`src/rtl/branch_cond_unit_if.sv`:
```
// Op/result bundle between the issue stage and the branch condition unit.
// The unit attaches to the slave modport; the issuing side uses master.
interface branch_cond_unit_if #(
    parameter int BITS = 64
);
    logic            in_valid;
    logic            in_ready;
    logic            is_branch;
    logic            is_jump;
    logic [0:2]      funct3;
    logic [0:3]      ALUFlags;
    logic [0:BITS-1] pc;
    logic [0:BITS-1] imm;
    logic            out_valid;
    logic            out_ready;
    logic            out_taken;
    logic [0:BITS-1] out_target;
    logic            out_illegal;
    logic            redirect;
    logic [0:BITS-1] redirect_pc;

    modport master (
        output in_valid, is_branch, is_jump, funct3, ALUFlags, pc, imm, out_ready,
        input  in_ready, out_valid, out_taken, out_target, out_illegal, redirect, redirect_pc
    );

    modport slave (
        input  in_valid, is_branch, is_jump, funct3, ALUFlags, pc, imm, out_ready,
        output in_ready, out_valid, out_taken, out_target, out_illegal, redirect, redirect_pc
    );
endinterface

```
`src/rtl/branch_cond_unit.sv`:
```
// Resolves RISC-V branch/jump conditions from {V,C,N,Z}, registers the result,
// pulses a fetch redirect and drops a fixed number of wrong-path ops afterwards.
module branch_cond_unit #(
    parameter int BITS   = 64,
    parameter int SQUASH = 2
) (
    input  logic               clk,
    input  logic               rst_n,
    branch_cond_unit_if.slave  bus
);
    localparam int CW = (SQUASH > 1) ? $clog2(SQUASH + 1) : 1;

    typedef enum logic {RUN, SQUASHING} state_t;

    state_t          state_q, state_d;
    logic [CW-1:0]   cnt_q, cnt_d;
    logic            out_valid_q, out_valid_d;
    logic            taken_q, taken_d;
    logic            illegal_q, illegal_d;
    logic            redirect_q, redirect_d;
    logic [BITS-1:0] target_q, target_d;
    logic [BITS-1:0] rpc_q, rpc_d;

    logic            in_ready, accept;
    logic            cond_taken, cond_illegal;
    logic            flag_v, flag_c, flag_n, flag_z;
    logic [BITS-1:0] sum;

    assign {flag_v, flag_c, flag_n, flag_z} = bus.ALUFlags;
    assign sum      = bus.pc + bus.imm;
    assign in_ready = ~out_valid_q | bus.out_ready;
    assign accept   = bus.in_valid & in_ready;

    // Jumps win over the branch bit; reserved funct3 never takes.
    always_comb begin
        cond_taken   = 1'b0;
        cond_illegal = 1'b0;
        if (bus.is_jump) begin
            cond_taken = 1'b1;
        end else if (bus.is_branch) begin
            case (bus.funct3)
                3'b000:  cond_taken = flag_z;
                3'b001:  cond_taken = ~flag_z;
                3'b100:  cond_taken = flag_n ^ flag_v;
                3'b101:  cond_taken = ~(flag_n ^ flag_v);
                3'b110:  cond_taken = ~flag_c;
                3'b111:  cond_taken = flag_c;
                default: cond_illegal = 1'b1;
            endcase
        end
    end

    always_comb begin
        state_d     = state_q;
        cnt_d       = cnt_q;
        out_valid_d = out_valid_q;
        taken_d     = taken_q;
        illegal_d   = illegal_q;
        target_d    = target_q;
        rpc_d       = rpc_q;
        redirect_d  = 1'b0;
        if (out_valid_q && bus.out_ready) out_valid_d = 1'b0;
        if (accept) begin
            if (state_q == RUN) begin
                out_valid_d = 1'b1;
                taken_d     = cond_taken;
                illegal_d   = cond_illegal;
                target_d    = sum;
                redirect_d  = cond_taken;
                if (cond_taken) rpc_d = sum;
                if (cond_taken && SQUASH > 0) begin
                    state_d = SQUASHING;
                    cnt_d   = CW'(SQUASH);
                end
            end else begin
                // Wrong-path op: consumed, never reported.
                cnt_d = cnt_q - CW'(1);
                if (cnt_q == CW'(1)) state_d = RUN;
            end
        end
    end

    always_ff @(posedge clk or negedge rst_n) begin
        if (!rst_n) begin
            state_q     <= RUN;
            cnt_q       <= '0;
            out_valid_q <= 1'b0;
            taken_q     <= 1'b0;
            illegal_q   <= 1'b0;
            redirect_q  <= 1'b0;
            target_q    <= '0;
            rpc_q       <= '0;
        end else begin
            state_q     <= state_d;
            cnt_q       <= cnt_d;
            out_valid_q <= out_valid_d;
            taken_q     <= taken_d;
            illegal_q   <= illegal_d;
            redirect_q  <= redirect_d;
            target_q    <= target_d;
            rpc_q       <= rpc_d;
        end
    end

    assign bus.in_ready    = in_ready;
    assign bus.out_valid   = out_valid_q;
    assign bus.out_taken   = taken_q;
    assign bus.out_illegal = illegal_q;
    assign bus.out_target  = target_q;
    assign bus.redirect    = redirect_q;
    assign bus.redirect_pc = rpc_q;
endmodule
```
`src/flat_wrapper.sv`:
```
// flat-port wrapper written by rule: the top's interface ports become plain ports
module branch_cond_unit_flat 
#(
    parameter int BITS   = 64,
    parameter int SQUASH = 2
)
  (clk, rst_n, bus_in_valid, bus_is_branch, bus_is_jump, bus_funct3, bus_ALUFlags, bus_pc, bus_imm, bus_out_ready, bus_in_ready, bus_out_valid, bus_out_taken, bus_out_target, bus_out_illegal, bus_redirect, bus_redirect_pc);
  branch_cond_unit_if #(.BITS(BITS)) bus_i ();
  input  logic clk;
  input  logic rst_n;
  input wire logic [$bits(bus_i.in_valid)-1:0] bus_in_valid;
  input wire logic [$bits(bus_i.is_branch)-1:0] bus_is_branch;
  input wire logic [$bits(bus_i.is_jump)-1:0] bus_is_jump;
  input wire logic [$bits(bus_i.funct3)-1:0] bus_funct3;
  input wire logic [$bits(bus_i.ALUFlags)-1:0] bus_ALUFlags;
  input wire logic [$bits(bus_i.pc)-1:0] bus_pc;
  input wire logic [$bits(bus_i.imm)-1:0] bus_imm;
  input wire logic [$bits(bus_i.out_ready)-1:0] bus_out_ready;
  output wire logic [$bits(bus_i.in_ready)-1:0] bus_in_ready;
  output wire logic [$bits(bus_i.out_valid)-1:0] bus_out_valid;
  output wire logic [$bits(bus_i.out_taken)-1:0] bus_out_taken;
  output wire logic [$bits(bus_i.out_target)-1:0] bus_out_target;
  output wire logic [$bits(bus_i.out_illegal)-1:0] bus_out_illegal;
  output wire logic [$bits(bus_i.redirect)-1:0] bus_redirect;
  output wire logic [$bits(bus_i.redirect_pc)-1:0] bus_redirect_pc;
  assign bus_i.in_valid = bus_in_valid;
  assign bus_i.is_branch = bus_is_branch;
  assign bus_i.is_jump = bus_is_jump;
  assign bus_i.funct3 = bus_funct3;
  assign bus_i.ALUFlags = bus_ALUFlags;
  assign bus_i.pc = bus_pc;
  assign bus_i.imm = bus_imm;
  assign bus_i.out_ready = bus_out_ready;
  assign bus_in_ready = bus_i.in_ready;
  assign bus_out_valid = bus_i.out_valid;
  assign bus_out_taken = bus_i.out_taken;
  assign bus_out_target = bus_i.out_target;
  assign bus_out_illegal = bus_i.out_illegal;
  assign bus_redirect = bus_i.redirect;
  assign bus_redirect_pc = bus_i.redirect_pc;
  branch_cond_unit #(.BITS(BITS), .SQUASH(SQUASH)) u_core (.clk(clk), .rst_n(rst_n), .bus(bus_i));
endmodule
```
`config.mk`:
```
export PLATFORM = sky130hd
export DESIGN_NAME = branch_cond_unit_flat
export DESIGN_NICKNAME = d
export VERILOG_FILES = /design/src/rtl/branch_cond_unit_if.sv /design/src/rtl/branch_cond_unit.sv /design/src/flat_wrapper.sv
export SDC_FILE = /design/constraint.sdc
export NUM_CORES = 1
export LEC_CHECK = 0
export CORE_MARGIN = 2
export CORE_UTILIZATION = 30
export CTS_CLUSTER_DIAMETER = 100
export CTS_CLUSTER_SIZE = 20
export DETAILED_ROUTE_END_ITERATION = 10
export GPL_TIMING_DRIVEN = 0
export SKIP_CTS_REPAIR_TIMING = 1
export SLEW_MARGIN = 10
export SYNTH_ARGS = -nofsm -noshare
export SYNTH_HDL_FRONTEND = slang
export SYNTH_SLANG_ARGS = --single-unit
export TNS_END_PERCENT = 20
```
`constraint.sdc`:
```
create_clock -name clk -period 1.6 [get_ports clk]
set_input_delay 0.24 -clock clk [delete_from_list [all_inputs] [get_ports clk]]
set_output_delay 0.24 -clock clk [all_outputs]
set_load 0.01 [all_outputs]
```
# Word-level counts from Yosys, hierarchy flattened
# Cells that the tools add are included.
# word_totals
reg_bits	135
in_bits	141
elab_cells	47
# op_classes
n_reduce_logical	7
n_mux	16
eq_ne	6
n_addsub	2
n_bitwise	8
# ops
op	count
adder 64 bit	1
2-to-1 mux 1 bit	13
== test 3 bit (second input constant)	4
one-hot mux 1 bit (6 select lines)	1
OR reduction 6 bit	1
inverter 1 bit	5
2-to-1 mux 2 bit	2
AND reduction 2 bit	2
== test 3 x 1 -> 1 bit (second input constant)	1
logical NOT 3 bit	1
AND reduction 3 bit	1
== test 2 x 1 -> 1 bit (second input constant)	1
nonzero test 2 bit	1
subtractor 2 x 1 -> 2 bit (second input constant)	1
AND 1 bit	1
logical AND 1 bit	1
OR 1 bit	1
XOR 1 bit	1

# Longest topological paths before layout
# logic_depth
word_depth	7
mapped_depth	11

# Worst setup path before layout
# OpenSTA, ideal clock, no wires.
# synth_path
kind	input to register
startpoint	input port bus_imm[0]
endpoint	register u_core.target_q[38], in the netlist u_core.bus.out_target[25]
cell_stages	11
setup_ps	125
required_ps	1475
path_slack_ps	-1200
arrival_time_ps	2675
path_cell_list	ha_1 > inv_1 > fa_1 > and2b_2 > o2111ai_1 > a211oi_2 > and4bb_4 > or3_4 > o31ai_2 > xor2_1 > mux2_2
# synth_via
elab_chain_len	1
# synth_lines
element	line_no	source
start: declaration	flat_wrapper.sv:17	input wire logic [$bits(bus_i.imm)-1:0] bus_imm;
adder 64 bit	branch_cond_unit.sv:30	assign sum = bus.pc + bus.imm;
end signal: assignment	branch_cond_unit.sv:100	target_q <= target_d;
end: declaration	branch_cond_unit.sv:21	logic [BITS-1:0] target_q, target_d;
# Every way passes these cells.
# A chain may end at the register's enable or synchronous reset.

# Worst setup path after layout
# layout_path
startpoint	input port bus_pc[0]
endpoint	register u_core.rpc_q[62], in the netlist u_core.bus.redirect_pc[1]
# layout_via
elab_chain_len	1
# layout_lines
element	line_no	source
start: declaration	flat_wrapper.sv:16	input wire logic [$bits(bus_i.pc)-1:0] bus_pc;
adder 64 bit	branch_cond_unit.sv:30	
end signal: assignment	branch_cond_unit.sv:101	rpc_q <= rpc_d;
end: declaration	branch_cond_unit.sv:22	logic [BITS-1:0] rpc_q, rpc_d;
# Every way passes these cells.

==> results.txt <==
Simple-gate share of the synthesized area -> 20.8%
Synth Flop Type -> dfrtp_1
Worst Clk Skew -> 0.0129 ns
Initial DRC Count -> 615
Initial antenna violation count -> 0
Fraction of the mapped netlist area in adder cells -> 8.69%
Worst setup margin -> -1.06 ns
Vias -> 10200
CTS Buffer Depth -> 2
Clock network fraction of total power -> 20.7%
Worst IR Drop VDD -> 0.000757 V
Maxcap violations -> 0
TritonCTS clock tree -> built
Internal power -> 13.3 mW
CP Data Required Time -> 1.95 ns
Crit-path max FO -> 4
Vias in the first global route -> 9634
Endpoints failing setup -> 148
Reg power frac -> 28.6%
Worst-skew pair later-pin latency -> 0.43 ns
Final hold viol count -> 0
GRT Overall Usage -> 21.1%
Vias per cell -> 5.34
Synth cell types -> 75
Total power -> 20.9 mW
EDFF count, synth -> 0
Sequential-to-total area share from yosys stat -> 35.8%
Clock Tree Root -> clkbuf_16
Flops & latches, synth -> 135
Synth top area cells -> dfrtp_1 (36%), nand2_1 (9.2%), ha_1 (8.5%)
Port Buffers -> 273
Setup tns final -> -68.49 ns
Final nets -> 1702
Status -> finished, violations left
Die Footprint -> 0.0329 mm²
Most area-hungry cell type in the Yosys netlist -> dfrtp_1
Largest net degree at the start of global routing -> 91
Clock sink count -> 135
Hold endpoint -> u_core.bus.out_target[63]
Fill cells -> 2723
Count leader, synth -> nand2_1
Synth cell count leaders -> nand2_1 (231), dfrtp_1 (135), nor2_1 (85)
R2R Setup Slk -> -0.39 ns
Avg Inst Size Synth -> 8.46 µm²
Global placer's final weighted congestion -> 0.933
Layout cell share with drive strength beyond 1 -> 31.3%
Min cycle time layout -> 2.66 ns
Rows -> 64
Worst reg2reg path depth -> 7
Hold path cells -> 4
Worst R2R End -> u_core.bus.out_target[59]
Largest family of logic cells by synthesized area -> compound AO/OA/AOI/OAI gates
H-Tree Depth -> 4
Initial Util -> 30.6%
Mux contribution to synthesized area -> 6.03%
Syn Inst Count -> 1117
Leakage -> 7.50 nW
Max Slew Vio Count -> 0
Worst-margin pin slew -> 0.703 ns
Die width -> 181 µm
CTS buffer count -> 17
RSZ-0062 raised after global routing -> yes
Sw Share -> 36.3%
Ys async rst share -> 100%
Worst hold path type -> input pin to flip-flop
Synthesized area -> 0.00945 mm²
Share of the synthesized area in the top cell type -> 35.8%
R2r startpoint -> u_core.bus.out_valid
FF/Latch Area -> 0.00338 mm²
ANT cells -> 0
Die Y -> 181 µm
Min Hold Slack -> 0.147 ns
Gate power share -> 50.7%
Syn_nets -> 1323
Kind of critical path -> input pin to flip-flop
Hold_sp -> bus_imm[0]
Detailed-placement wirelength estimate -> 27600 µm
I/O Pins -> 274
Routed Antenna Nets -> 0
Slew margin rel. -> 53.2%
Area Overhead vs Synth -> 75.6%
Final period util -> 166%
Failing checks -> negative setup slack
Crit path DAT -> 3.02 ns
P_sw -> 7.58 mW
Fmax -> 0.376 GHz
Clock slew at reported path FFs -> 0.06 ns
Synth Area in Compound Gates -> 20.9%
Yosys warns -> 0
Core ar. -> 0.0308 mm²
Total gr overflow -> 0
PwrDens -> 1260 mW/mm²
Routed wire per std cell -> 20.3 µm
DRT Wirelength -> 38700 µm
Drt first pass iters -> 5
# DRC -> 0
Multi-input gate area -> 0.00786 mm²
Post-synthesis xor/xnor area fraction -> 4.45%
Crit path capture type -> flip-flop
First-pass GRT wire length -> 54100 µm
Critical Path Start Type -> input pin
metrics by stage:
step / setup WS [ns] / area [µm²] / util [%] / std cells
4_1_cts: -1.74 / 13500 / 43.8 / 1819
5_1_grt: -1.08 / 16600 / 53.8 / 1905
3_5_place_dp: -2.17 / 12900 / 41.8 / 1787
6_report: -1.06 / 16600 / 53.8 / 1905
3_3_place_gp: -5.50 / 12800 / 41.7 / 1786
2_1_floorplan: -0.981 / 9620 / - / 1117
cells in the final DEF (no fill, tap or decap), types with 10 or more instances in the layout:
cell type,instances
nand3_1,22
buf_6,24
clkbuf_1,11
o21ai_0,35
nand2_2,12
o211ai_1,17
dfrtp_1,135
a21oi_4,25
clkdlybuf4s50_1,168
xnor2_1,21
nand2_4,10
o21ai_1,13
nand2_1,209
clkbuf_2,16
a21oi_1,38
nand4_1,30
mux2_2,36
inv_1,20
buf_4,81
o21ai_2,12
ha_4,46
clkbuf_16,19
a21o_1,23
mux2_4,11
nor2_1,78
a21oi_2,23
xor2_1,12
dlymetal6s2s_1,90
o21a_1,19
ha_1,14
kinds of logic after synthesis:
family,Yosys count
and+or+nand+nor,439
adders and majority gates,65
DFF,135
AOI/OAI and AO/OA,305
xor gates and xnor gates,48
muxes,51
buffers and inverters,74
power by group through the flow:
stage / Combinational, mW / Sequential (mW) / Clock (mW)
floorplan: 3.36 / 6.63 / 0
detailed placement: 9.02 / 6.02 / 0
finish: 10.6 / 5.98 / 4.32
CTS: 9.08 / 5.98 / 4.40
global route: 11.3 / 6.20 / 4.51
global placement: 8.95 / 5.99 / 0
critical path, cell delays in order:
cell and delay (ns):
buf_8 0.07, ha_4 0.13, inv_2 0.04, fa_2 0.38, and2b_2 0.26, o2111ai_4 0.17
a211oi_4 0.38, and4bb_4 0.28, nor4_4 0.26, buf_4 0.18, o211ai_1 0.08, buf_4 0.19
a211o_1 0.29, nand3_1 0.06
cell type report:
class | count | share of cell area [%]
Multi-Input combinational cell | 909 | 47.4
Timing Repair Buffer | 373 | 23.1
Sequential cell | 135 | 20.4
Tap cell | 396 | 2.99
Clock buffer | 19 | 2.61
Buffer | 37 | 1.71
Clock inverter | 13 | 1.18
Inverter | 23 | 0.618
how the worst max path moves through the flow:
stage	slack, ns	start	end
CTS	-1.74	bus_pc[1]	u_core.bus.out_target[42]
detailed placement	-2.17	bus_imm[1]	u_core.bus.out_target[42]
global route	-1.08	bus_pc[0]	u_core.bus.redirect_pc[1]
global placement	-5.50	rst_n	u_core.bus.redirect_pc[14]
floorplan	-0.98	bus_imm[0]	u_core.bus.out_target[25]
finish	-1.06	bus_pc[0]	u_core.bus.redirect_pc[1]
registers in the layout (all words and copies together) (netlist names):
name	flops
u_core.bus.out_illegal	1
u_core.bus.out_taken	1
u_core.bus.out_target	64
u_core.bus.out_valid	1
u_core.bus.redirect	1
u_core.bus.redirect_pc	64
u_core.cnt_q	2
u_core.state_q	1
metal layers:
metal	GRT usage [%]	vias up	share of wire, %
met4	6.76	0	2.3
met3	5.13	52	6.5
li1	-	4782	-
met2	33.9	385	48
met5	0	-	0
met1	27.9	4958	43
Power figures use the tool's default switching activity.
